==> src/rtl/output_packer.sv <==
// Packs a stream of result elements into lane-masked write words,
// filling lanes from the top down and writing one word per full (or final) group.
module output_packer #(
  parameter int ELEM_W = 8,
  parameter int LANES  = 16,
  parameter int ADDR_W = 16
) (
  input  logic                      clock,
  input  logic                      reset_n,
  input  logic                      start_in,
  input  logic [ADDR_W-1:0]         base_addr,
  input  logic                      result_valid,
  input  logic [ELEM_W-1:0]         result_in,
  input  logic                      last_in,
  output logic                      result_ready,
  output logic [ELEM_W*LANES-1:0]   write_bus,
  output logic [ADDR_W-1:0]         write_addr,
  output logic [LANES-1:0]          write_mask,
  output logic                      write_enable,
  input  logic                      write_ready,
  output logic                      done
);

  localparam int PTR_W = (LANES > 1) ? $clog2(LANES) : 1;
  localparam int BUS_W = ELEM_W * LANES;
  localparam logic [PTR_W-1:0] PTR_TOP = PTR_W'(LANES - 1);

  typedef enum logic [1:0] {
    IDLE,
    FILL,
    WRITE,
    DONE
  } state_e;

  state_e             state_q, state_d;
  logic               start_q, start_d;
  logic [PTR_W-1:0]   ptr_q, ptr_d;
  logic [ADDR_W-1:0]  addr_q, addr_d;
  logic [BUS_W-1:0]   data_q, data_d;
  logic [LANES-1:0]   mask_q, mask_d;
  logic               last_q, last_d;
  logic               abort_q, abort_d;

  always_ff @(posedge clock or negedge reset_n) begin
    if (!reset_n) begin
      state_q <= IDLE;
      start_q <= 1'b0;
      ptr_q   <= PTR_TOP;
      addr_q  <= '0;
      data_q  <= '0;
      mask_q  <= '0;
      last_q  <= 1'b0;
      abort_q <= 1'b0;
    end else begin
      state_q <= state_d;
      start_q <= start_d;
      ptr_q   <= ptr_d;
      addr_q  <= addr_d;
      data_q  <= data_d;
      mask_q  <= mask_d;
      last_q  <= last_d;
      abort_q <= abort_d;
    end
  end

  always_comb begin
    state_d = state_q;
    start_d = start_in;
    ptr_d   = ptr_q;
    addr_d  = addr_q;
    data_d  = data_q;
    mask_d  = mask_q;
    last_d  = last_q;
    abort_d = abort_q;
    unique case (state_q)
      IDLE: begin
        if (start_in && !start_q) begin
          addr_d  = base_addr;
          ptr_d   = PTR_TOP;
          data_d  = '0;
          mask_d  = '0;
          last_d  = 1'b0;
          abort_d = 1'b0;
          state_d = FILL;
        end
      end
      FILL: begin
        // Dropping the frame enable discards the partial word outright.
        if (!start_in) begin
          data_d  = '0;
          mask_d  = '0;
          ptr_d   = PTR_TOP;
          state_d = IDLE;
        end else if (result_valid) begin
          data_d[ptr_q*ELEM_W +: ELEM_W] = result_in;
          mask_d[ptr_q] = 1'b1;
          if (ptr_q == '0 || last_in) begin
            last_d  = last_in;
            state_d = WRITE;
          end else begin
            ptr_d = ptr_q - PTR_W'(1);
          end
        end
      end
      WRITE: begin
        abort_d = abort_q | ~start_in;
        if (write_ready) begin
          addr_d  = addr_q + ADDR_W'(1);
          data_d  = '0;
          mask_d  = '0;
          ptr_d   = PTR_TOP;
          abort_d = 1'b0;
          if (abort_q || !start_in) begin
            state_d = IDLE;
          end else if (last_q) begin
            state_d = DONE;
          end else begin
            state_d = FILL;
          end
        end
      end
      DONE: begin
        state_d = IDLE;
      end
      default: begin
        state_d = IDLE;
      end
    endcase
  end

  assign result_ready = (state_q == FILL);
  assign write_enable = (state_q == WRITE);
  assign done         = (state_q == DONE);
  assign write_bus    = write_enable ? data_q : '0;
  assign write_addr   = write_enable ? addr_q : '0;
  assign write_mask   = write_enable ? mask_q : '0;

endmodule

==> config.mk <==
export PLATFORM = sky130hd
export DESIGN_NAME = output_packer
export DESIGN_NICKNAME = d
export VERILOG_FILES = /design/src/rtl/output_packer.sv
export SDC_FILE = /design/constraint.sdc
export NUM_CORES = 1
export LEC_CHECK = 0
export ABC_AREA = 1
export BUFFER_PORTS_ARGS = -buffer_cell sky130_fd_sc_hd__buf_2
export CAP_MARGIN = 15
export CORE_ASPECT_RATIO = 2
export CORE_UTILIZATION = 45
export CTS_BUF_LIST = sky130_fd_sc_hd__clkbuf_4
export DETAILED_ROUTE_END_ITERATION = 7
export HOLD_SLACK_MARGIN = 0.15
export PLACE_DENSITY = 0.76
export SLEW_MARGIN = 10
export SYNTH_ARGS = -nofsm -noshare
export SYNTH_HDL_FRONTEND = slang
export SYNTH_SLANG_ARGS = --single-unit
==> constraint.sdc <==
create_clock -name clock -period 5.25 [get_ports clock]
set_input_delay 1.05 -clock clock [delete_from_list [all_inputs] [get_ports clock]]
set_output_delay 1.05 -clock clock [all_outputs]
set_load 0.005 [all_outputs]
==> results of run 1 <==
-- power groups by stage --
stage	Combinational (mW)	Sequential [mW]	Clock, mW
2_1_floorplan	1.27	1.49	0
3_3_place_gp	1.62	1.51	0
3_5_place_dp	1.64	1.52	0
4_1_cts	1.65	1.49	0.836
5_1_grt	1.83	1.51	0.880
6_report	1.66	1.50	0.819
-- Yosys cell counts, drive strengths merged --
| library cell | count |
|---|---|
| dfrtp | 165 |
| o22ai | 24 |
| a41oi | 1 |
| a31oi | 7 |
| o31ai | 1 |
| o21a | 2 |
| nor3 | 16 |
| a22oi | 2 |
| nand4 | 15 |
| o21ai | 55 |
| dfstp | 4 |
| inv | 219 |
| nand2 | 312 |
| ha | 10 |
| clkbuf | 24 |
| nor2 | 264 |
| buf | 17 |
| nand3 | 105 |
| a32oi | 1 |
| nor3b | 2 |
| nand3b | 1 |
| a21oi | 30 |
-- worst paths after layout --
| check | endpoint | cells past startpoint |
|---|---|---|
| max | write_bus[2] | 6 |
| min | data_q[6] | 2 |
| max reg2reg | data_q[121] | 12 |
| min reg2reg | data_q[6] | 2 |
| max in group asynchronous | data_q[29] | 2 |
| min in group asynchronous | data_q[43] | 1 |
-- state kept, by name (all words and copies together), names as in the netlist --
signal / count
data_q: 128
addr_q: 16
mask_q: 16
ptr_q: 4
state_q: 2
abort_q: 1
last_q: 1
start_q: 1
-- worst reg2reg max path, cell delays in order (launching register included) --
cell and delay [ns]:
dfstp_2 0.77, inv_1 0.34, ha_1 0.39, inv_1 0.08
nand2_1 0.05, nand2_2 0.26, inv_2 0.21, nor2_1 0.49
buf_4 0.30, nand2_1 0.09, nor2_1 0.19, nand3_1 0.09
o21ai_1 0.12
-- area by class of cell --
| class | instances | area [sq um] | share of cell area |
|---|---|---|---|
| Antenna cell | 1 | 2.50 | 0.000234 |
| Clock buffer | 18 | 135 | 0.0126 |
| Clock inverter | 14 | 174 | 0.0163 |
| Inverter | 219 | 830 | 0.0776 |
| Multi-Input combinational cell | 848 | 3980 | 0.372 |
| Sequential cell | 169 | 4230 | 0.396 |
| Tap cell | 262 | 328 | 0.0307 |
| Timing Repair Buffer | 196 | 1010 | 0.0944 |
-- metrics by stage --
step / utilization / std cells / hold WS, ns / total power [mW]
after CTS: 0.534 / 1726 / 0.494 / 3.98
after global routing: 0.535 / 1727 / 0.504 / 4.22
after floorplan: - / 1277 / 0.442 / 2.77
after detailed placement: 0.519 / 1694 / 0.463 / 3.16
after global placement: 0.519 / 1694 / 0.458 / 3.13
final: 0.535 / 1727 / 0.492 / 3.97
-- cell families after synthesis --
family | count (synthesis) | synth area share
simple gates | 715 | 0.339
flops | 169 | 0.458
compound gates | 123 | 0.0783
buf+inv | 260 | 0.111
fa+ha+maj | 10 | 0.0135
-- cell usage in the layout, fill, tap and decap left out, types with 2 or more instances in the layout --
cell type / Yosys / final
nand3_2: 6 / 6
a21oi_2: 11 / 11
o21ai_2: 2 / 2
nand3_1: 99 / 99
nor2_1: 247 / 247
a31oi_1: 7 / 7
inv_4: 2 / 3
nor2_8: 2 / 2
nor3_4: 2 / 2
bufinv_16: 0 / 3
nand2_2: 10 / 10
nor2_4: 11 / 11
nor3b_1: 2 / 2
dfstp_2: 4 / 4
nor2_2: 4 / 4
nand4_1: 14 / 14
o21ai_0: 43 / 43
buf_4: 0 / 3
a22oi_1: 2 / 2
ha_1: 10 / 10
a21oi_1: 19 / 19
o22ai_1: 24 / 24
nor3_1: 13 / 13
inv_6: 0 / 2
clkbuf_4: 0 / 18
inv_1: 209 / 209
o21a_1: 2 / 2
nand2_1: 299 / 299
o21ai_1: 10 / 10
clkinv_4: 0 / 4
nand2_4: 2 / 2
dfrtp_1: 165 / 165
clkinvlp_4: 0 / 3
inv_2: 8 / 7
buf_2: 9 / 191
-- layer usage --
metal,vias to the layer above,global-route usage,wire length (um)
met3,97,0.0328,1110
li1,4288,-,-
met5,-,0,0
met1,4081,0.257,9460
met2,309,0.496,14800
met4,0,0.169,1550
==> report_table.html, run 1 <==
<table>
<tr><th>Metric</th><th>Value</th></tr>
<tr><th colspan="2">Status</th></tr>
<tr><td>Run status</td><td>complete, no violations</td></tr>
<tr><th colspan="2">Placed design</th></tr>
<tr><td>Final HPWL from detailed placement</td><td>between 20 and 25 mm</td></tr>
<tr><td>Placed inst area</td><td>approximately 0.010 sq mm</td></tr>
<tr><td>Placement-stage worst setup slack</td><td>roughly 1.9 ns</td></tr>
<tr><td>Number of input and output port buffers inserted</td><td>192</td></tr>
<tr><td>Placer congestion estimate</td><td>between 0.9 and 1</td></tr>
<tr><th colspan="2">Cells and area</th></tr>
<tr><td>Fill cell count</td><td>approximately 2000</td></tr>
<tr><td>Area growth from synthesis to layout</td><td>15.8%</td></tr>
<tr><td>Fraction of layout cells with a size suffix above 1</td><td>0.202</td></tr>
<tr><td>Final net count</td><td>around 1500</td></tr>
<tr><td>Cell area after layout</td><td>between 0.01 and 0.015 sq mm</td></tr>
<tr><th colspan="2">Critical path</th></tr>
<tr><td>Crit path arrival time</td><td>around 2.8 ns</td></tr>
<tr><td>Crit path from</td><td>state_q[1]</td></tr>
<tr><td>Worst path required time</td><td>around 4.2 ns</td></tr>
<tr><td>Flop-to-flop setup slack</td><td>1.80 ns</td></tr>
<tr><td>FF-to-FF Start</td><td>ptr_q[0]</td></tr>
<tr><td>Worst Setup Start Kind</td><td>flop</td></tr>
<tr><td>Crit. End Element</td><td>primary output</td></tr>
<tr><td>Largest stage delay, worst path</td><td>0.58 ns</td></tr>
<tr><td>List of cells traversed by the critical path</td><td>inv_2, nor2_4, inv_4, buf_4, nor2_1, buf_2</td></tr>
<tr><td>Buffer and inverter count on the worst path</td><td>4</td></tr>
<tr><td>Top fanout value on the critical path</td><td>77</td></tr>
<tr><td>CP max-delay cell</td><td>inv_4</td></tr>
<tr><td>Dominant delay contributor by cell family on the critical path</td><td>buffers and inverters</td></tr>
<tr><td>Setup CP Type</td><td>flop to primary output</td></tr>
<tr><th colspan="2">Logic synthesis</th></tr>
<tr><td>Share of the synthesized area in the top cell type</td><td>0.447</td></tr>
<tr><td>Post-synthesis area per instance</td><td>between 7 and 8 sq um</td></tr>
<tr><td>Sequential element share of the synthesized area</td><td>0.458</td></tr>
<tr><td>YS warnings</td><td>0</td></tr>
<tr><td>Post-synthesis cell area</td><td>a little over 0.009 sq mm</td></tr>
<tr><td>Synthesized instance count</td><td>1277</td></tr>
<tr><td>Dominant cells by area after synthesis</td><td>dfrtp_1, nand2_1, nor2_1</td></tr>
<tr><td>Count of state elements after synthesis</td><td>169</td></tr>
<tr><td>Syn_nets</td><td>1317</td></tr>
<tr><td>Library cell with the largest summed area after synthesis</td><td>dfrtp_1</td></tr>
<tr><td>Post-synth cell types</td><td>39</td></tr>
<tr><th colspan="2">Clocking</th></tr>
<tr><td>Maximum root-to-sink buffer count</td><td>2</td></tr>
<tr><td>Clock root buffer</td><td>clkbuf_4</td></tr>
<tr><td>Clock input transition at the sequential cells of the worst setup and hold paths</td><td>about 0.15 ns</td></tr>
<tr><td>Number of CTS-inserted buffers</td><td>17</td></tr>
<tr><td>Worst skew pair latency</td><td>approximately 0.6 ns</td></tr>
<tr><td>Hold-fix buffers at CTS</td><td>0</td></tr>
<tr><td>CTS tree</td><td>done</td></tr>
<tr><td>H-tree lvl count</td><td>4</td></tr>
<tr><td>Clock Sink Count</td><td>around 170</td></tr>
<tr><td># Post-CTS Setup Buffers</td><td>0</td></tr>
<tr><td>Cells resized by post-CTS repair</td><td>0</td></tr>
<tr><th colspan="2">Die</th></tr>
<tr><td>Cell row count</td><td>73</td></tr>
<tr><td>Width of the chip</td><td>between 100 and 150 um</td></tr>
<tr><td>I/O pin total</td><td>between 150 and 200</td></tr>
<tr><td>Area of the core</td><td>between 0.02 and 0.025 sq mm</td></tr>
<tr><td>Starting utilization of the core area</td><td>0.462</td></tr>
<tr><td>Vertical extent of the die</td><td>roughly 200 um</td></tr>
<tr><td>Die Footprint</td><td>about 0.021 sq mm</td></tr>
<tr><th colspan="2">Run</th></tr>
<tr><td>Max-cap viol count</td><td>0</td></tr>
<tr><th colspan="2">Pwr</th></tr>
<tr><td>Combinational group share of total power</td><td>0.417</td></tr>
<tr><td>Internal Dissipation</td><td>roughly 2.1 mW</td></tr>
<tr><td>Share of power burned in the clock network</td><td>0.206</td></tr>
<tr><td>Peak supply drop</td><td>between 200 and 250 uV</td></tr>
<tr><td>Net Switching</td><td>between 1.5 and 2 mW</td></tr>
<tr><td>Switching part of the total</td><td>0.465</td></tr>
<tr><td>Sequential power share</td><td>0.377</td></tr>
<tr><td>Reported leakage power</td><td>5.40 nW</td></tr>
<tr><td>Power per unit of standard cell area</td><td>372 mW/mm^2</td></tr>
<tr><th colspan="2">Global routing</th></tr>
<tr><td>Global-route wire length before repair</td><td>41.5 mm</td></tr>
<tr><td>Antenna violations before repair</td><td>1</td></tr>
<tr><td>Total global-route track usage</td><td>0.262</td></tr>
<tr><td>Maximum number of pins on one net before global-route repair</td><td>95</td></tr>
<tr><td>Final global-route overflow total</td><td>0</td></tr>
<tr><td>Vias in the first global route</td><td>8540</td></tr>
<tr><th colspan="2">Hold path</th></tr>
<tr><td>Path type of the worst min-delay path</td><td>flop to flop</td></tr>
<tr><td>Hold Crit Start</td><td>data_q[6]</td></tr>
<tr><th colspan="2">Timing</th></tr>
<tr><td>Final number of hold-violating endpoints</td><td>0</td></tr>
<tr><td>Max-slew violation total from the final report</td><td>0</td></tr>
<tr><td>Setup WS post-layout</td><td>about 1.4 ns</td></tr>
<tr><td>Summed negative setup slack over all endpoints</td><td>0 ns</td></tr>
<tr><td>RSZ-0062 raised after global routing</td><td>false</td></tr>
<tr><td>Actual slew at the worst max-slew pin</td><td>just over 0.9 ns</td></tr>
<tr><td>Portion of the clock cycle consumed by the worst path in the final layout</td><td>0.726</td></tr>
<tr><td>Max-Slew Margin vs Limit</td><td>0.389</td></tr>
<tr><td>Achievable Freq</td><td>around 260 MHz</td></tr>
<tr><td>Worst Clk Skew</td><td>~0.032 ns</td></tr>
<tr><td>Final count of negative-setup-slack endpoints</td><td>0</td></tr>
<tr><td>Min cycle time layout</td><td>approximately 3.8 ns</td></tr>
<tr><th colspan="2">Route</th></tr>
<tr><td>Detail-routed net length per standard cell</td><td>~16 um</td></tr>
<tr><td>Number of antenna-violating nets in the routed design</td><td>0</td></tr>
<tr><td>Final routed DRC violation total</td><td>0</td></tr>
<tr><td>Total via count after detailed routing</td><td>~9000</td></tr>
<tr><td>Via density per instance</td><td>roughly 5.1</td></tr>
<tr><td>First-pass DRT Iterations</td><td>5</td></tr>
<tr><td>Post-Route WL</td><td>26.9 mm</td></tr>
<tr><td>DRC marker count from the first detailed-route iteration</td><td>~410</td></tr>
</table>
Note: power is estimated with default switching activity, not from simulation.
==> inputs of run 2 (changes only) <==
==> constraint.sdc (replaced) <==
create_clock -name clock -period 3.7 [get_ports clock]
set_input_delay 0.74 -clock clock [delete_from_list [all_inputs] [get_ports clock]]
set_output_delay 0.74 -clock clock [all_outputs]
set_load 0.005 [all_outputs]
==> report_table.html, run 2 (synthesized netlist as in run 1, its figures left out) <==
<table>
<tr><th>Metric</th><th>Value</th></tr>
<tr><th colspan="2">Cells and area</th></tr>
<tr><td>Area of the multi-input gates</td><td>0.00398 sq mm (unchanged)</td></tr>
<tr><td>Area used by sequential logic in the layout</td><td>0.00423 sq mm (unchanged)</td></tr>
<tr><td>Leading cell type in the layout, fill and taps excluded</td><td>nand2_1</td></tr>
<tr><td>Registers with the most flip-flops</td><td>data_q (128), addr_q (16), mask_q (16)</td></tr>
<tr><td>Final net count</td><td>1499 (+0.54%)</td></tr>
<tr><td>Register containing the most flip-flops in the final layout</td><td>data_q</td></tr>
<tr><td>Flip-flop count of the largest register, all copies and words added</td><td>128 (unchanged)</td></tr>
<tr><td>Area growth from synthesis to layout</td><td>15.9% (about the same)</td></tr>
<tr><td>Most frequent cells in the layout</td><td>nand2_1, nor2_1, inv_1, buf_2, dfrtp_1</td></tr>
<tr><td>Fill cell count</td><td>1981 (+1.1%)</td></tr>
<tr><td>Fraction of layout cells with a size suffix above 1</td><td>0.203 (+0.00136)</td></tr>
<tr><th colspan="2">Placed design</th></tr>
<tr><td>Placer congestion estimate</td><td>0.981 (+2.4%)</td></tr>
<tr><td>Number of input and output port buffers inserted</td><td>192 (unchanged)</td></tr>
<tr><td>Placement-stage worst setup slack</td><td>0.932 ns (-0.984 ns)</td></tr>
<tr><td>Final HPWL from detailed placement</td><td>21.1 mm (+2.1%)</td></tr>
<tr><th colspan="2">Clocking</th></tr>
<tr><td>Clock root buffer</td><td>clkbuf_4</td></tr>
<tr><td>Number of CTS-inserted buffers</td><td>17 (unchanged)</td></tr>
<tr><td>Maximum root-to-sink buffer count</td><td>2 (unchanged)</td></tr>
<tr><td>H-tree lvl count</td><td>4 (unchanged)</td></tr>
<tr><td># Post-CTS Setup Buffers</td><td>0 (unchanged)</td></tr>
<tr><td>Cells resized by post-CTS repair</td><td>0 (unchanged)</td></tr>
<tr><td>Worst skew pair latency</td><td>0.59 ns (about the same)</td></tr>
<tr><td>Clock input transition at the sequential cells of the worst setup and hold paths</td><td>0.13 ns (-0.02 ns)</td></tr>
<tr><td>Clock Sink Count</td><td>169 (unchanged)</td></tr>
<tr><td>CTS tree</td><td>done</td></tr>
<tr><th colspan="2">Critical path</th></tr>
<tr><td>Crit. End Element</td><td>primary output</td></tr>
<tr><td>Worst Setup Start Kind</td><td>flop</td></tr>
<tr><td>Top fanout value on the critical path</td><td>75 (-2.6%)</td></tr>
<tr><td>Crit path arrival time</td><td>2.40 ns (-0.36 ns)</td></tr>
<tr><td>Setup CP Type</td><td>flop to primary output</td></tr>
<tr><td>Worst path required time</td><td>2.96 ns (-1.24 ns)</td></tr>
<tr><th colspan="2">Pwr</th></tr>
<tr><td>Internal Dissipation</td><td>2.97 mW (+40%)</td></tr>
<tr><td>Switching part of the total</td><td>0.466 (+0.00131)</td></tr>
<tr><td>Power per unit of standard cell area</td><td>519 mW/mm^2 (+40%)</td></tr>
<tr><td>Combinational group share of total power</td><td>0.433 (+0.016)</td></tr>
<tr><td>Net Switching</td><td>2.59 mW (+40%)</td></tr>
<tr><td>Share of power burned in the clock network</td><td>0.184 (-0.022)</td></tr>
<tr><td>Sequential power share</td><td>0.382 (+0.005)</td></tr>
<tr><td>Peak supply drop</td><td>323 uV (+52%)</td></tr>
<tr><td>Reported leakage power</td><td>5.43 nW (+0.49%)</td></tr>
<tr><th colspan="2">Timing</th></tr>
<tr><td>Portion of the clock cycle consumed by the worst path in the final layout</td><td>0.848</td></tr>
<tr><td>RSZ-0062 raised after global routing</td><td>false</td></tr>
<tr><td>Min cycle time layout</td><td>roughly 3.1 ns</td></tr>
<tr><td>Final number of hold-violating endpoints</td><td>0 (unchanged)</td></tr>
<tr><td>Max-slew violation total from the final report</td><td>0 (unchanged)</td></tr>
<tr><td>Achievable Freq</td><td>~320 MHz</td></tr>
<tr><td>Summed negative setup slack over all endpoints</td><td>0 ns (unchanged)</td></tr>
<tr><td>Actual slew at the worst max-slew pin</td><td>0.814 ns (-0.0972 ns)</td></tr>
<tr><td>Setup WS post-layout</td><td>0.561 ns (-0.877 ns)</td></tr>
<tr><td>Max-Slew Margin vs Limit</td><td>0.455 (+0.0651)</td></tr>
<tr><td>Final count of negative-setup-slack endpoints</td><td>0 (unchanged)</td></tr>
<tr><td>Worst Clk Skew</td><td>0.0233 ns (-0.00858 ns)</td></tr>
<tr><th colspan="2">Die</th></tr>
<tr><td>Area of the core</td><td>0.0200 sq mm (unchanged)</td></tr>
<tr><td>Width of the chip</td><td>103 um (unchanged)</td></tr>
<tr><td>Starting utilization of the core area</td><td>0.462 (unchanged)</td></tr>
<tr><td>Die Footprint</td><td>0.0211 sq mm (unchanged)</td></tr>
<tr><td>I/O pin total</td><td>193 (unchanged)</td></tr>
<tr><td>Cell row count</td><td>73 (unchanged)</td></tr>
<tr><td>Vertical extent of the die</td><td>205 um (unchanged)</td></tr>
<tr><th colspan="2">Status</th></tr>
<tr><td>Run status</td><td>complete, no violations</td></tr>
<tr><th colspan="2">Route</th></tr>
<tr><td>DRC marker count from the first detailed-route iteration</td><td>577 (+42%)</td></tr>
<tr><td>First-pass DRT Iterations</td><td>5 (unchanged)</td></tr>
<tr><td>Post-Route WL</td><td>27.5 mm (+2.3%)</td></tr>
<tr><td>Final routed DRC violation total</td><td>0 (unchanged)</td></tr>
<tr><td>Total via count after detailed routing</td><td>8856 (+0.92%)</td></tr>
<tr><td>Number of antenna-violating nets in the routed design</td><td>0 (unchanged)</td></tr>
<tr><td>Detail-routed net length per standard cell</td><td>15.9 um (+2.0%)</td></tr>
<tr><td>Via density per instance</td><td>5.11 (+0.63%)</td></tr>
<tr><th colspan="2">Hold path</th></tr>
<tr><td>Path type of the worst min-delay path</td><td>input pin to flop</td></tr>
<tr><th colspan="2">Global routing</th></tr>
<tr><td>Maximum number of pins on one net before global-route repair</td><td>80 (-16%)</td></tr>
<tr><td>Antenna violations before repair</td><td>1 (unchanged)</td></tr>
<tr><td>Global-route wire length before repair</td><td>42.1 mm (+1.4%)</td></tr>
<tr><td>Vias in the first global route</td><td>8356 (-2.2%)</td></tr>
<tr><td>Total global-route track usage</td><td>0.268 (+0.00600)</td></tr>
<tr><td>Final global-route overflow total</td><td>0 (unchanged)</td></tr>
<tr><th colspan="2">Run</th></tr>
<tr><td>Max-cap viol count</td><td>0 (unchanged)</td></tr>
</table>
run 2: cell types whose count changed in the layout (fill, tap and decap cells not counted), sizes merged:
cell         delta
bufinv          -1
clkinv          +2
clkinvlp        -2
dlygate4sd3     +1
inv             -2
buf             +7
run 2: worst paths after layout:
| path | slack, ns | startpoint | cells after the start | endpoint |
|---|---|---|---|---|
| worst min-delay path | 0.32 | start_in | 1 | start_q |
| max in group asynchronous | 2.14 | reset_n | 3 | ptr_q[3] |
| worst max-delay path | 0.56 | state_q[1] | 6 | write_bus[53] |
| min in group asynchronous | 0.66 | reset_n | 2 | data_q[56] |
| worst min register to register | 0.49 | data_q[77] | 2 | data_q[77] |
| worst max register to register | 0.81 | ptr_q[0] | 8 | data_q[23] |
run 2: metal layers:
layer,routed length (um),vias to the layer above,global-route usage
met5,0,-,0
li1,-,4311,-
met1,9730,4138,0.272
met3,1280,93,0.0416
met2,14700,314,0.483
met4,1750,0,0.191
run 2: timing repair:
item,in CTS,in global routing
hold buffers,1,0
setup endpoints to repair,0,0
hold endpoints to repair,50,0
run 2: power groups by stage:
stage | Clock (mW) | Sequential, mW | Combinational, mW
2_1_floorplan | 0 | 2.12 | 1.80
3_3_place_gp | 0 | 2.15 | 2.33
3_5_place_dp | 0 | 2.16 | 2.38
4_1_cts | 1.04 | 2.12 | 2.38
5_1_grt | 1.11 | 2.14 | 2.64
6_report | 1.03 | 2.12 | 2.41
run 2: area by class of cell:
type / count / share of cell area
flip-flops and latches: 169 / 0.396
multi-input cells: 848 / 0.372
repair buffers: 204 / 0.101
inverters: 219 / 0.0775
well taps: 262 / 0.0306
clock buffers: 18 / 0.0126
clock inverters: 11 / 0.0102
diodes: 1 / 0.000234
run 2: per-stage QoR:
stage	area [sq um]	total power, mW	cells	hold WS, ns	utilization
global route	10700	5.90	1732	0.296	0.535
detailed placement	10400	4.54	1701	0.459	0.522
floorplan	9240	3.92	1277	0.442	-
global placement	10400	4.48	1701	0.456	0.522
CTS	10700	5.55	1731	0.287	0.535
finish	10700	5.56	1732	0.325	0.535
run 2: worst max-delay path: stages, from the launching register on:
cell and delay [ns]:
dfrtp_1 0.47, inv_2 0.13, nor2_4 0.05, inv_4 0.53
buf_4 0.39, nor2_1 0.07, buf_2 0.13
==> inputs of run 3 (changes only) <==
--- a/config.mk
+++ b/config.mk
@@ -5,7 +5,7 @@
 export SDC_FILE = /design/constraint.sdc
 export NUM_CORES = 1
 export LEC_CHECK = 0
-export ABC_AREA = 1
+export ABC_AREA = 0
 export BUFFER_PORTS_ARGS = -buffer_cell sky130_fd_sc_hd__buf_2
 export CAP_MARGIN = 15
 export CORE_ASPECT_RATIO = 2
==> constraint.sdc (replaced) <==
create_clock -name clock -period 3.2 [get_ports clock]
set_input_delay 0.64 -clock clock [delete_from_list [all_inputs] [get_ports clock]]
set_output_delay 0.64 -clock clock [all_outputs]
set_load 0.005 [all_outputs]
==> report_table.html, run 3 <==
<table>
<tr><th>Metric</th><th>Value</th></tr>
<tr><th colspan="2">Critical path</th></tr>
<tr><td>Worst Setup Start Kind</td><td>flop</td></tr>
<tr><td>List of cells traversed by the critical path</td><td>nand2b_1, inv_6, buf_6, and2_1, buf_2</td></tr>
<tr><td>Crit path arrival time</td><td>2.32 ns (-0.08 ns)</td></tr>
<tr><td>Largest stage delay, worst path</td><td>0.53 ns (about the same)</td></tr>
<tr><td>Flop-to-flop setup slack</td><td>0.34 ns (-0.47 ns)</td></tr>
<tr><td>Worst path required time</td><td>2.56 ns (-0.40 ns)</td></tr>
<tr><td>Dominant delay contributor by cell family on the critical path</td><td>buffers and inverters</td></tr>
<tr><td>CP max-delay cell</td><td>dfrtp_2</td></tr>
<tr><td>Setup CP Type</td><td>flop to primary output</td></tr>
<tr><td>Top fanout value on the critical path</td><td>60 (-20%)</td></tr>
<tr><td>Crit. End Element</td><td>primary output</td></tr>
<tr><td>Buffer and inverter count on the worst path</td><td>3 (-1)</td></tr>
<tr><th colspan="2">Logic synthesis</th></tr>
<tr><td>Main synth FF type</td><td>dfrtp_1</td></tr>
<tr><td>Synthesized instance count</td><td>882 (-31%)</td></tr>
<tr><td>YS warnings</td><td>0 (unchanged)</td></tr>
<tr><td>Post-synthesis area per instance</td><td>10.0 sq um (+39%)</td></tr>
<tr><td>Syn_nets</td><td>922 (-30%)</td></tr>
<tr><td>Dominant cells by area after synthesis</td><td>dfrtp_1, and2_1, mux2i_1</td></tr>
<tr><td>Top cells by count, synth</td><td>dfrtp_1, and2_1, nand2_1, mux2i_1, clkbuf_1</td></tr>
<tr><td>Post-synthesis cell area</td><td>0.00886 sq mm (-4.1%)</td></tr>
<tr><td>Post-synth cell types</td><td>61 (+56%)</td></tr>
<tr><td>Count of state elements after synthesis</td><td>169 (unchanged)</td></tr>
<tr><td>Library cell with the largest summed area after synthesis</td><td>dfrtp_1</td></tr>
<tr><td>Share of the synthesized area in the top cell type</td><td>0.466 (+0.0189)</td></tr>
<tr><td>Library cell with the highest instance count after synthesis</td><td>dfrtp_1</td></tr>
<tr><td>Sequential element share of the synthesized area</td><td>0.478 (+0.0194)</td></tr>
<tr><td>Proportion of register bits with asynchronous set or reset after synthesis</td><td>1.00 (unchanged)</td></tr>
<tr><td>EDFF count, synth</td><td>0 (unchanged)</td></tr>
<tr><th colspan="2">Timing</th></tr>
<tr><td>Actual slew at the worst max-slew pin</td><td>0.983 ns (+0.169 ns)</td></tr>
<tr><td>Worst Clk Skew</td><td>0.0394 ns (+0.0161 ns)</td></tr>
<tr><td>Achievable Freq</td><td>between 300 and 400 MHz</td></tr>
<tr><td>Portion of the clock cycle consumed by the worst path in the final layout</td><td>0.924</td></tr>
<tr><td>Final count of negative-setup-slack endpoints</td><td>0 (unchanged)</td></tr>
<tr><td>Max-slew violation total from the final report</td><td>0 (unchanged)</td></tr>
<tr><td>RSZ-0062 raised after global routing</td><td>false</td></tr>
<tr><td>Min cycle time layout</td><td>about 3.0 ns</td></tr>
<tr><td>Max-Slew Margin vs Limit</td><td>0.343 (-0.111)</td></tr>
<tr><td>Final number of hold-violating endpoints</td><td>0 (unchanged)</td></tr>
<tr><th colspan="2">Route</th></tr>
<tr><td>Number of antenna-violating nets in the routed design</td><td>0 (unchanged)</td></tr>
<tr><td>DRC marker count from the first detailed-route iteration</td><td>396 (-31%)</td></tr>
<tr><td>Via density per instance</td><td>5.52 (+8.0%)</td></tr>
<tr><td>Final routed DRC violation total</td><td>0 (unchanged)</td></tr>
<tr><td>Post-Route WL</td><td>24.5 mm (-11%)</td></tr>
<tr><td>First-pass DRT Iterations</td><td>5 (unchanged)</td></tr>
<tr><td>Detail-routed net length per standard cell</td><td>18.5 um (+16%)</td></tr>
<tr><td>Total via count after detailed routing</td><td>7323 (-17%)</td></tr>
<tr><th colspan="2">Placed design</th></tr>
<tr><td>Placer congestion estimate</td><td>0.880 (-10%)</td></tr>
<tr><td>Final HPWL from detailed placement</td><td>17.9 mm (-15%)</td></tr>
<tr><td>Number of input and output port buffers inserted</td><td>192 (unchanged)</td></tr>
<tr><td>Placed inst area</td><td>0.0101 sq mm (-3.2%)</td></tr>
<tr><th colspan="2">Global routing</th></tr>
<tr><td>Final global-route overflow total</td><td>0 (unchanged)</td></tr>
<tr><td>Antenna violations before repair</td><td>1 (unchanged)</td></tr>
<tr><td>Total global-route track usage</td><td>0.252 (-0.0164)</td></tr>
<tr><td>Global-route wire length before repair</td><td>38.9 mm (-7.6%)</td></tr>
<tr><td>Global routing met2 resource utilization</td><td>0.459 (-0.0241)</td></tr>
<tr><td>Maximum number of pins on one net before global-route repair</td><td>64 (-20%)</td></tr>
<tr><td>Vias in the first global route</td><td>7314 (-12%)</td></tr>
<tr><td>Global routing's busiest layer</td><td>met2</td></tr>
<tr><td>Global Route met1 Usage</td><td>0.278 (+0.00619)</td></tr>
<tr><td>Met3 capacity usage during global routing</td><td>0.0397 (-0.00193)</td></tr>
<tr><th colspan="2">Clocking</th></tr>
<tr><td># Post-CTS Setup Buffers</td><td>0 (unchanged)</td></tr>
<tr><td>Worst skew pair latency</td><td>0.60 ns (about the same)</td></tr>
<tr><td>Number of CTS-inserted buffers</td><td>17 (unchanged)</td></tr>
<tr><td>Clock root buffer</td><td>clkbuf_4</td></tr>
<tr><td>CTS tree</td><td>done</td></tr>
<tr><td>H-tree lvl count</td><td>4 (unchanged)</td></tr>
<tr><td>Clock input transition at the sequential cells of the worst setup and hold paths</td><td>0.16 ns (+0.03 ns)</td></tr>
<tr><td>Clock Sink Count</td><td>169 (unchanged)</td></tr>
<tr><td>Maximum root-to-sink buffer count</td><td>2 (unchanged)</td></tr>
<tr><th colspan="2">Cells and area</th></tr>
<tr><td>Post-Route Utilization</td><td>0.541 (+0.00583)</td></tr>
<tr><td>Fraction of layout cells with a size suffix above 1</td><td>0.262 (+0.0589)</td></tr>
<tr><td>Area growth from synthesis to layout</td><td>17.7%</td></tr>
<tr><td>Registers with the most flip-flops</td><td>data_q (128), addr_q (16), mask_q (16)</td></tr>
<tr><td>Flip-flop count of the largest register, all copies and words added</td><td>128 (unchanged)</td></tr>
<tr><td>Leading cell type in the layout, fill and taps excluded</td><td>buf_2</td></tr>
<tr><td>Most frequent cells in the layout</td><td>buf_2, dfrtp_1, and2_1, nand2_1, mux2i_1</td></tr>
<tr><td>Fill cell count</td><td>1820 (-8.1%)</td></tr>
<tr><td>Cell area after layout</td><td>0.0104 sq mm (-2.6%)</td></tr>
<tr><td>Register containing the most flip-flops in the final layout</td><td>data_q</td></tr>
<tr><td>Final net count</td><td>1093 (-27%)</td></tr>
<tr><th colspan="2">Pwr</th></tr>
<tr><td>Switching part of the total</td><td>0.338 (-0.128)</td></tr>
<tr><td>Power per unit of standard cell area</td><td>405 mW/mm^2 (-22%)</td></tr>
<tr><td>Internal Dissipation</td><td>2.79 mW (-5.9%)</td></tr>
<tr><td>Combinational group share of total power</td><td>0.155 (-0.278)</td></tr>
<tr><td>Sequential power share</td><td>0.545 (+0.163)</td></tr>
<tr><td>Peak supply drop</td><td>247 uV (-24%)</td></tr>
<tr><td>Net Switching</td><td>1.43 mW (-45%)</td></tr>
<tr><td>Share of power burned in the clock network</td><td>0.299 (+0.115)</td></tr>
<tr><td>Reported leakage power</td><td>5.50 nW (+1.3%)</td></tr>
<tr><th colspan="2">Run</th></tr>
<tr><td>Max-cap viol count</td><td>0 (unchanged)</td></tr>
<tr><th colspan="2">Hold path</th></tr>
<tr><td>Path type of the worst min-delay path</td><td>input pin to flop</td></tr>
<tr><th colspan="2">Die</th></tr>
<tr><td>Vertical extent of the die</td><td>200 um (-2.0%)</td></tr>
<tr><td>Width of the chip</td><td>101 um (-2.0%)</td></tr>
<tr><td>Starting utilization of the core area</td><td>0.460 (-0.00212)</td></tr>
<tr><td>Cell row count</td><td>72 (-1.4%)</td></tr>
<tr><td>I/O pin total</td><td>193 (unchanged)</td></tr>
<tr><td>Area of the core</td><td>0.0193 sq mm (-3.6%)</td></tr>
<tr><td>Die Footprint</td><td>0.0203 sq mm (-4.0%)</td></tr>
<tr><th colspan="2">Status</th></tr>
<tr><td>Run status</td><td>complete, no violations</td></tr>
</table>
## run 3: cell types whose count changed after synthesis, sizes merged, moves of 9 or more
cell	before	now
nor2	264	40
inv	219	10
nand2	312	128
and2	0	163
nand3	105	12
mux2i	0	72
o21ai	55	13
a32o	0	40
clkbuf	24	45
o22ai	24	4
a31oi	7	24
a22o	0	16
a21oi	30	20
nor3	16	7
## run 3: per-stage QoR
step	cells	hold WS, ns	total power [mW]	setup slack [ns]	setup TNS [ns]
2_1_floorplan	882	0.344	2.75	0.551	0
3_3_place_gp	1292	0.466	2.98	0.458	0
3_5_place_dp	1292	0.473	2.99	0.372	0
4_1_cts	1325	0.185	4.26	-0.0884	-2.25
5_1_grt	1326	0.194	4.43	0.0817	0
6_report	1326	0.240	4.22	0.242	0
## run 3: worst paths after layout
kind / start / cells after the start / to
worst max-delay path: state_q[1] / 5 / write_bus[105]
worst min-delay path: start_in / 1 / start_q
worst max register to register: ptr_q[0] / 6 / data_q[111]
worst min register to register: data_q[19] / 1 / data_q[19]
max in group asynchronous: reset_n / 3 / ptr_q[3]
min in group asynchronous: reset_n / 2 / data_q[65]
## run 3: layout make-up
| cell class | instances | area (sq um) | area share |
|---|---|---|---|
| diodes | 1 | 2.50 | 0.000240 |
| flip-flops and latches | 169 | 4240 | 0.406 |
| clock buffers | 17 | 128 | 0.0122 |
| repair buffers | 221 | 1230 | 0.118 |
| multi-input cells | 634 | 4300 | 0.412 |
| inverters | 10 | 42.5 | 0.00408 |
| well taps | 259 | 324 | 0.0311 |
| clock inverters | 15 | 163 | 0.0156 |
## run 3: cell families (layout without fill, tap and decap cells)
logic type      after synthesis  in the layout  synth area share
simple gates                405            405             0.252
xor+xnor                      2              2           0.00198
mux                          72             72            0.0813
compound gates              145            145             0.135
flops                       169            169             0.478
buf+inv                      79            263            0.0383
fa+ha+maj                    10             10            0.0141
other cells                   0              1                 0
## run 3: per-layer routing
metal / share of wire / vias to the layer above
met4: 0.039 / 0
met1: 0.37 / 3625
met3: 0.032 / 54
met2: 0.56 / 207
met5: 0 / -
li1: - / 3437
## run 3: what timing repair did
item,in CTS,in global routing
cloned,0,0
hold buffers,1,0
hold endpoints to repair,60,0
pin swaps,0,0
setup endpoints to repair,61,124
gates resized for setup,0,4
## run 3: worst register-to-register path, stage by stage, from the launching register on
cell and delay (ns):
dfstp_2 0.71, inv_1 0.16, ha_1 0.45, nand2_1 0.11, a211o_1 0.31, nor3b_1 0.80, a22o_1 0.27
## run 3: power groups by stage
stage	clock, mW	sequential [mW]	combinational [mW]
after floorplan	0	2.31	0.442
after global placement	0	2.34	0.638
after detailed placement	0	2.34	0.652
after CTS	1.31	2.30	0.656
after global routing	1.39	2.32	0.720
final	1.26	2.30	0.656
